`config.mk`:
```
export PLATFORM = sky130hd
export DESIGN_NAME = lsu_ctrl
export DESIGN_NICKNAME = d
export VERILOG_FILES = /design/src/rtl/lsu_ctrl.sv
export SDC_FILE = /design/constraint.sdc
export NUM_CORES = 1
export LEC_CHECK = 0
export BUFFER_PORTS_ARGS = -buffer_cell sky130_fd_sc_hd__buf_2
export CORE_AREA = 2 2 150 152
export DETAILED_ROUTE_END_ITERATION = 10
export DIE_AREA = 0 0 152 154
export PLACE_DENSITY_LB_ADDON = 0.25
export SETUP_SLACK_MARGIN = 0.4
export SLEW_MARGIN = 20
export SYNTH_ARGS = -nofsm -noshare
export SYNTH_HDL_FRONTEND = slang
export SYNTH_SLANG_ARGS = --single-unit
```
`constraint.sdc`:
```
create_clock -name clk -period 3 [get_ports clk]
set_input_delay 0.75 -clock clk [delete_from_list [all_inputs] [get_ports clk]]
set_output_delay 0.75 -clock clk [all_outputs]
set_load 0.03 [all_outputs]
```
`src/rtl/lsu_ctrl.sv`:
```
`default_nettype none
// lsu_ctrl: routes AGU load/store commands to ITCM/DTCM, tracks them in order, aligns load writeback data.
// Rev 1.0 -- define LSU_MISALIGN_EXCP_EN to fault misaligned accesses instead of aligning them.
module lsu_ctrl #(
   parameter int XLEN    = 32,
   parameter int ITAG_W  = 2,
   parameter int OSTD    = 2,
   parameter int RGN_LSB = 16
) (
   input  logic              clk,
   input  logic              rst,
   output logic              lsu_active,
   input  logic [XLEN-1:0]   itcm_region_indic,
   input  logic [XLEN-1:0]   dtcm_region_indic,
   input  logic              agu_cmd_valid,
   output logic              agu_cmd_ready,
   input  logic [XLEN-1:0]   agu_cmd_addr,
   input  logic [XLEN-1:0]   agu_cmd_wdata,
   input  logic              agu_cmd_read,
   input  logic [1:0]        agu_cmd_size,
   input  logic              agu_cmd_usign,
   input  logic [ITAG_W-1:0] agu_cmd_itag,
   output logic              itcm_cmd_valid,
   input  logic              itcm_cmd_ready,
   output logic [XLEN-1:0]   itcm_cmd_addr,
   output logic              itcm_cmd_read,
   output logic [XLEN-1:0]   itcm_cmd_wdata,
   output logic [XLEN/8-1:0] itcm_cmd_wmask,
   input  logic              itcm_rsp_valid,
   output logic              itcm_rsp_ready,
   input  logic [XLEN-1:0]   itcm_rsp_rdata,
   input  logic              itcm_rsp_err,
   output logic              dtcm_cmd_valid,
   input  logic              dtcm_cmd_ready,
   output logic [XLEN-1:0]   dtcm_cmd_addr,
   output logic              dtcm_cmd_read,
   output logic [XLEN-1:0]   dtcm_cmd_wdata,
   output logic [XLEN/8-1:0] dtcm_cmd_wmask,
   input  logic              dtcm_rsp_valid,
   output logic              dtcm_rsp_ready,
   input  logic [XLEN-1:0]   dtcm_rsp_rdata,
   input  logic              dtcm_rsp_err,
   output logic              lsu_o_valid,
   input  logic              lsu_o_ready,
   output logic [XLEN-1:0]   lsu_o_wbck_data,
   output logic [ITAG_W-1:0] lsu_o_wbck_itag,
   output logic              lsu_o_wbck_err
);
   localparam int NB   = XLEN / 8;
   localparam int OFFW = $clog2(NB);
   localparam int PW   = (OSTD > 1) ? $clog2(OSTD) : 1;
   localparam int CW   = $clog2(OSTD + 1);
   localparam int SW   = $clog2(XLEN);
   localparam logic [CW-1:0] FULL_CNT = CW'(OSTD);
   localparam logic [SW-1:0] SH_B = SW'(XLEN - 8);
   localparam logic [SW-1:0] SH_H = SW'(XLEN - 16);
   localparam logic [SW-1:0] SH_W = SW'(XLEN - 32);

   logic              hit_itcm, hit_dtcm, dec_fault, cmd_fault, cmd_tgt, tgt_ready;
   logic              full, block, cmd_go, push, pop, push_i, push_d, pop_i, pop_d, nonempty;
   logic [1:0]        eff_size;
   logic [OFFW-1:0]   off, lane_mask, off_al;
   logic [XLEN-1:0]   bus_addr, bus_wdata;
   logic [NB-1:0]     bus_wmask;
   logic              unused_rgn;

   logic [ITAG_W-1:0] e_itag  [OSTD];
   logic              e_read  [OSTD];
   logic              e_usign [OSTD];
   logic              e_tgt   [OSTD];
   logic              e_fault [OSTD];
   logic [1:0]        e_size  [OSTD];
   logic [OFFW-1:0]   e_off   [OSTD];
   logic [PW-1:0]     wptr, rptr;
   logic [CW-1:0]     count, n_itcm, n_dtcm;

   logic              h_tgt, h_fault, h_read, h_usign;
   logic [1:0]        h_size;
   logic [OFFW-1:0]   h_off;
   logic [XLEN-1:0]   rsp_rdata, shifted, left, ld_data;
   logic signed [XLEN-1:0] sext;
   logic [SW-1:0]     sh;

   function automatic logic [PW-1:0] nxt(input logic [PW-1:0] p);
      return (int'(p) == OSTD - 1) ? '0 : p + 1'b1;
   endfunction

   assign unused_rgn = ^{itcm_region_indic[RGN_LSB-1:0], dtcm_region_indic[RGN_LSB-1:0]};

   assign hit_itcm  = agu_cmd_addr[XLEN-1:RGN_LSB] == itcm_region_indic[XLEN-1:RGN_LSB];
   assign hit_dtcm  = agu_cmd_addr[XLEN-1:RGN_LSB] == dtcm_region_indic[XLEN-1:RGN_LSB];
   assign dec_fault = !hit_itcm && !hit_dtcm;
   assign cmd_tgt   = hit_itcm;
   // A 32-bit datapath has no dword lanes, so dword collapses to word.
   assign eff_size  = (XLEN == 32 && agu_cmd_size == 2'd3) ? 2'd2 : agu_cmd_size;
   assign off       = agu_cmd_addr[OFFW-1:0];

   always_comb begin
      lane_mask = '0;
      for (int b = 0; b < OFFW; b++)
         if (b < int'(eff_size)) lane_mask[b] = 1'b1;
   end

   assign off_al = off & ~lane_mask;

`ifdef LSU_MISALIGN_EXCP_EN
   assign cmd_fault = dec_fault | (|(off & lane_mask));
`else
   assign cmd_fault = dec_fault;
`endif

   // Only one target may have entries in flight so responses cannot overtake each other.
   assign block     = !cmd_fault && (cmd_tgt ? (n_dtcm != '0) : (n_itcm != '0));
   assign tgt_ready = cmd_tgt ? itcm_cmd_ready : dtcm_cmd_ready;
   assign full      = count == FULL_CNT;
   assign agu_cmd_ready = !full && (cmd_fault || tgt_ready) && !block;
   assign cmd_go    = agu_cmd_valid && !full && !block && !cmd_fault;
   assign bus_addr  = {agu_cmd_addr[XLEN-1:OFFW], off_al};

   always_comb begin
      bus_wdata = '0;
      bus_wmask = '0;
      for (int i = 0; i < NB; i++) begin
         bus_wdata[i*8 +: 8] = agu_cmd_wdata[int'(OFFW'(i) & lane_mask)*8 +: 8];
         bus_wmask[i]        = (OFFW'(i) & ~lane_mask) == off_al;
      end
   end

   assign itcm_cmd_valid = cmd_go && cmd_tgt;
   assign dtcm_cmd_valid = cmd_go && !cmd_tgt;
   assign itcm_cmd_addr  = bus_addr;
   assign dtcm_cmd_addr  = bus_addr;
   assign itcm_cmd_read  = agu_cmd_read;
   assign dtcm_cmd_read  = agu_cmd_read;
   assign itcm_cmd_wdata = bus_wdata;
   assign dtcm_cmd_wdata = bus_wdata;
   assign itcm_cmd_wmask = bus_wmask;
   assign dtcm_cmd_wmask = bus_wmask;

   assign push     = agu_cmd_valid && agu_cmd_ready;
   assign pop      = lsu_o_valid && lsu_o_ready;
   assign push_i   = push && !cmd_fault && cmd_tgt;
   assign push_d   = push && !cmd_fault && !cmd_tgt;
   assign pop_i    = pop && !h_fault && h_tgt;
   assign pop_d    = pop && !h_fault && !h_tgt;
   assign nonempty = count != '0;

   always_ff @(posedge clk) begin
      if (rst) begin
         wptr   <= '0;
         rptr   <= '0;
         count  <= '0;
         n_itcm <= '0;
         n_dtcm <= '0;
      end else begin
         if (push) wptr <= nxt(wptr);
         if (pop)  rptr <= nxt(rptr);
         count  <= count + CW'(push) - CW'(pop);
         n_itcm <= n_itcm + CW'(push_i) - CW'(pop_i);
         n_dtcm <= n_dtcm + CW'(push_d) - CW'(pop_d);
      end
   end

   always_ff @(posedge clk) begin
      if (push) begin
         e_itag[wptr]  <= agu_cmd_itag;
         e_read[wptr]  <= agu_cmd_read;
         e_usign[wptr] <= agu_cmd_usign;
         e_tgt[wptr]   <= cmd_tgt;
         e_fault[wptr] <= cmd_fault;
         e_size[wptr]  <= eff_size;
         e_off[wptr]   <= off_al;
      end
   end

   assign h_tgt   = e_tgt[rptr];
   assign h_fault = e_fault[rptr];
   assign h_read  = e_read[rptr];
   assign h_usign = e_usign[rptr];
   assign h_size  = e_size[rptr];
   assign h_off   = e_off[rptr];

   // Load alignment: shift the lane down, then left-justify and shift back to extend.
   assign rsp_rdata = h_tgt ? itcm_rsp_rdata : dtcm_rsp_rdata;
   assign shifted   = rsp_rdata >> {h_off, 3'b000};

   always_comb begin
      case (h_size)
         2'd0:    sh = SH_B;
         2'd1:    sh = SH_H;
         2'd2:    sh = SH_W;
         default: sh = '0;
      endcase
   end

   assign left    = shifted << sh;
   assign sext    = $signed(left) >>> sh;
   assign ld_data = h_usign ? (left >> sh) : sext;

   always_comb begin
      lsu_o_valid     = 1'b0;
      lsu_o_wbck_data = '0;
      lsu_o_wbck_err  = 1'b0;
      itcm_rsp_ready  = 1'b0;
      dtcm_rsp_ready  = 1'b0;
      if (nonempty) begin
         if (h_fault) begin
            lsu_o_valid    = 1'b1;
            lsu_o_wbck_err = 1'b1;
         end else begin
            lsu_o_valid     = h_tgt ? itcm_rsp_valid : dtcm_rsp_valid;
            lsu_o_wbck_err  = h_tgt ? itcm_rsp_err : dtcm_rsp_err;
            lsu_o_wbck_data = h_read ? ld_data : '0;
            itcm_rsp_ready  = h_tgt && lsu_o_ready;
            dtcm_rsp_ready  = !h_tgt && lsu_o_ready;
         end
      end
   end

   assign lsu_o_wbck_itag = e_itag[rptr];
   assign lsu_active      = agu_cmd_valid | nonempty;

endmodule
`default_nettype wire

```
* Word level (Yosys, flattened, before mapping) *
Memory sizes are Yosys's and may differ from the RTL's. A register that Yosys moved wholly into a read port is not among the register bits.
Cells that the tools add are included.

storage, ports and cells
  input bits = 208
  logic and storage cells = 111
  flip-flop bits (word level) = 8
  output and inout port bits = 180
  RAM bits = 20
  memories = 7

memory list
  name         words  width  read ports  clocked after memory_dff  write ports  RTL line  text
  e_itag       2      2      1           1                         1            67        logic [ITAG_W-1:0] e_itag [OSTD];
  e_off        2      2      1           1                         1            73        logic [OFFW-1:0] e_off [OSTD];
  e_size       2      2      1           1                         1            72        logic [1:0] e_size [OSTD];
  e_fault      2      1      1           1                         1            71        logic e_fault [OSTD];
  e_read       2      1      1           1                         1            68        logic e_read [OSTD];
  e_tgt        2      1      1           1                         1            70        logic e_tgt [OSTD];
  +1 memories  -      -      -           -                         -            -

operators by class
  reduce and logical (&&, ||, !) cells = 32
  equality and inequality tests = 8
  muxes and demuxes = 39
  magnitude comparators = 2
  add/subtract/negate cells = 8
  bitwise operators = 3
  shift operators = 7

operator list
  kind                   number
  $mux W32               5
  $shiftx A32 B6 Y8      2
  $shr A32 B5 Y32        2
  $eq A16 B16 Y1         2
  $mux W1                32
  $shiftx A32 B5 Y8      1
  $shl A32 B5 Y32        1
  $sshr A32 B5 Y32       1
  $logic_and A1 B1 Y1    19
  $pmux W5 S2            1
  $logic_not A1 Y1       7
  $add A2 B1 Y2          3
  $reduce_bool A2 Y1     3
  $sub A2 B1 Y2          3
  $eq A2 B2 Y1           2
  $eq A2 B2 Y1 const B   2
  $logic_not A2 Y1       2
  $lt A1 B2 Y1 const A   2
  $add A1 B1 Y1 const B  2
  $and A2 B2 Y2          1
  $eq A1 B2 Y1           1
  $eq A2 B1 Y1 const B   1
  $mux W2                1
  $not A2 Y2             1
  other kinds (2)        2

* Depth between registers and ports, before layout *
  depth in word-level cells = 12
  depth in mapped cells = 11
  mapped depth without buffers = 10

* Least setup slack after synthesis *
OpenSTA, ideal clock, no wires.

  path type = reg2out
  start = register with a tool-made name
  end = output lsu_o_wbck_data[15]
  data arrival time = 2.529 ns
  path slack = -0.279 ns
  required time = 2.250 ns
  cell stages (with the launch flop) = 8
  buffers on the path = 2
  cell sequence = dfxtp_1 buf_6 mux2_4 buf_6 mux4_2 a22oi_2 a221o_2 a221oi_1

RTL lines
  item           RTL line  text
  end, declared  45        output logic [XLEN-1:0] lsu_o_wbck_data,

==> results by group <==
Timing
  • Worst Tran Pin Value: 675.5 ps
  • Peak Freq: 318.1 MHz
  • Max Slew Vio Count: 0
  • Worst slew margin: 0.5483
  • Fin crit share: 1.048
  • Final setup vio count: 26
  • Setup_tns: -2246 ps
  • Min Hold Slack: 524.6 ps
  • Final WS setup: -143.8 ps
  • Fin. Hold Viols: 0
  • RSZ-0062 raised after global routing: true
  • Clock skew: 7.663 ps
  • Final min period: 3144 ps

GRT
  • Gr ovfl total: 0
  • Initial antenna violation count: 4
  • Pin count of the biggest net entering global routing: 29
  • Total Routing Usage GR: 0.1417
  • First-pass GRT wire length: 26220 um
  • Vias in the first global route: 4676

Route
  • Drt first pass iters: 4
  • DR DRC count: 0
  • Initial DRC Count: 187
  • Routed len/inst: 16.34 um
  • Vias per cell: 4.280
  • Drt total wl: 17930 um
  • ANT nets after route: 0
  • Vias: 4695

Layout
  • Area Overhead vs Synth: 76.93%
  • Final instance area: 0.007352 mm2
  • Nets: 1029
  • Layout cells sized above 1: 0.6458

Clock network
  • CTS buffer count: 5
  • Worst skew pair latency: 270 ps
  • Clk buf depth: 2
  • Clock transition at path regs: 40 ps
  • Clock Tree Root: clkbuf_16
  • Hold-fix buffers, CTS: 0
  • CTS tree: yes
  • # H-tree levels: 2
  • CTS sink count: 29

Worst setup path
  • Critical path's top delay family: multiplexers
  • Critical path fanouts, max: 7
  • Worst setup path category: flip-flop to primary output
  • CP peak stage delay: 630 ps
  • Critical Path RT: 2250 ps
  • Crit path DAT: 2390 ps
  • Critical Path Source Type: flip-flop
  • Worst-path cell chain: mux2_4 > mux4_2 > mux2i_4 > or4_4 > o21ai_4 > buf_6
  • Slowest stage cell, crit path: or4_4
  • Worst Path Buf+Inv: 1
  • Crit end category: primary output
  • Worst Setup SP: e_tgt[0]$_DFFE_PP_

Logic synthesis
  • Synth Area in XOR/XNOR: 0.08220
  • Largest cells by area after synthesis: buf_4 (20%), edfxtp_1 (14%), mux2_2 (8.4%)
  • EDFF count, synth: 20
  • Yosys reg bits: 29
  • Leading area contributor after synthesis: buf_4
  • Post-synthesis simple-gate area fraction: 0.2180
  • Mux share of post-synthesis cell area: 0.1816
  • Prevailing post-synth register cell: edfxtp_1
  • Main combinational cell family by area after synthesis: buffers and inverters
  • Post-synth top area share: 0.1951
  • Warnings from Yosys: 0
  • Mapped Cells: 532
  • Syn Nets: 746
  • Sequential-to-total area share from yosys stat: 0.1879
  • Post-Syn Area: 0.004155 mm2
  • Post-synth cell types: 48
  • Post-Synth Adder-Cell Area: 0.01807
  • Synth Area in Compound Gates: 0.08281
  • Post-synth ARST share: 0
  • Mean Syn Cell Area: 7.811 um2

Status
  • Violated checks: setup timing
  • Outcome: finished, violations left

Floorplanning
  • Core area: 0.02169 mm2
  • IO Count: 388
  • Initial Util: 0.1916
  • Die W: 152 um
  • Die Ht: 154 um
  • Row count: 54
  • Die ar.: 0.02341 mm2

Place
  • Dpl cell area: 0.006082 mm2
  • HPWL after DPL: 14070 um
  • Final weighted congestion in routability-driven placement: 0.7879
  • I/O Buffers: 313
  • Place WS: -211.7 ps

Power
  • P_leak: 3.449 nW
  • Design Power: 3.640 mW
  • Power per cell area: 495.0 mW/mm2
  • Worst VDD drop: 208.0 uV

Worst hold path
  • Path category of the worst min-delay check: flip-flop to flip-flop
  • Min-delay src: rptr$_SDFFE_PP0P_

Run
  • Max-cap violations: 0
==> report_power, final <==
group	leakage, nW	switching [mW]	internal (mW)	total [mW]
registers	0.257	0.0391	0.500	0.539
clock network	0.0687	0.160	0.298	0.458
logic	3.12	1.44	1.20	2.64
==> cell usage in the layout (no fill, tap or decap), drive strengths merged, types with 6 or more instances in the layout <==
master	synthesis	final
buf	118	405
mux2	32	32
o21a	6	6
a31oi	9	9
clkbuf	12	6
ha	6	6
xnor2	20	20
inv	9	9
nand4	6	6
o21ai	10	10
nor2	36	36
xor2	19	19
nand2	87	87
dfxtp	9	9
nand3	37	37
nor2b	6	6
a21oi	16	16
mux2i	31	31
nor4	8	8
edfxtp	20	20
==> path summary, 6_finish.rpt <==
check | slack (ps) | cells after the start | end
max | -140 | 6 | lsu_o_wbck_data[9]
max reg2reg | 610 | 11 | count[1]$_SDFF_PP0_
min | 520 | 2 | flip-flop
min reg2reg | 520 | 2 | flip-flop
==> registers in the layout (all words and copies together) (netlist names), named ones only <==
signal   cells
n_dtcm       2
n_itcm       2
e_fault      2
wptr         1
e_read       2
rptr         1
count        2
e_size       4
e_off        4
e_usign      2
e_tgt        2
e_itag       4
==> logic make-up (layout without fill, tap and decap cells) <==
logic type / after synthesis / count (layout)
AOI/OAI and AO/OA: 53 / 53
xor gates and xnor gates: 39 / 39
adders and majority gates: 6 / 6
buffers and inverters: 139 / 423
DFF: 29 / 29
muxes: 66 / 66
other: 0 / 1
and+or+nand+nor: 200 / 200
==> tightest hold or removal path: cells and delay by family (launching register included) <==
| kind | cells | cell delay, ps |
|---|---|---|
| DFF | 1 | 320 |
| xor gates and xnor gates | 1 | 90 |
| and+or+nand+nor | 1 | 80 |
==> routing by layer <==
metal  vias to the layer above  global-route usage  part of all wire
met4                         6             0.04094             0.024
li1                       2303                   -                 -
met3                        33             0.03354             0.065
met2                       197              0.2643              0.51
met5                         -                   0            0.0023
met1                      2156              0.1602              0.40
==> per-stage QoR <==
step	utilization	std cells
5_1_grt	0.3390	1097
3_3_place_gp	0.2804	1050
3_5_place_dp	0.2804	1050
2_1_floorplan	-	532
6_report	0.3390	1097
4_1_cts	0.3269	1082
==> synth_stat cells, drive strengths merged (2+ instances only) <==
cell,count
buf,118
nand2,87
nand3,37
nor2,36
mux2,32
mux2i,31
edfxtp,20
xnor2,20
xor2,19
a21oi,16
clkbuf,12
o21ai,10
a31oi,9
dfxtp,9
inv,9
nor4,8
ha,6
nand4,6
nor2b,6
o21a,6
and2,4
nand2b,4
nor3,4
mux4,3
or3,3
a22oi,2
o32ai,2
==> area by class of cell <==
class,count,area (um2)
Fill cell,2274,14340
Multi-Input combinational cell,364,3043
Timing Repair Buffer,406,3000
Sequential cell,29,784.5
Tap cell,280,350.3
Clock buffer,5,125.1
Inverter,9,33.78
Clock inverter,3,12.51
Antenna cell,1,2.502
==> timing repair <==
| action | CTS | global route |
|---|---|---|
| endpoints found under the hold margin | 0 | 0 |
| resized for setup | 163 | 23 |
| setup buffers | 20 | 12 |
| cloned | 4 | 2 |
| pin swaps | 33 | 19 |
| setup endpoints to repair | 74 | 83 |
(Power assumes the default switching activity.)
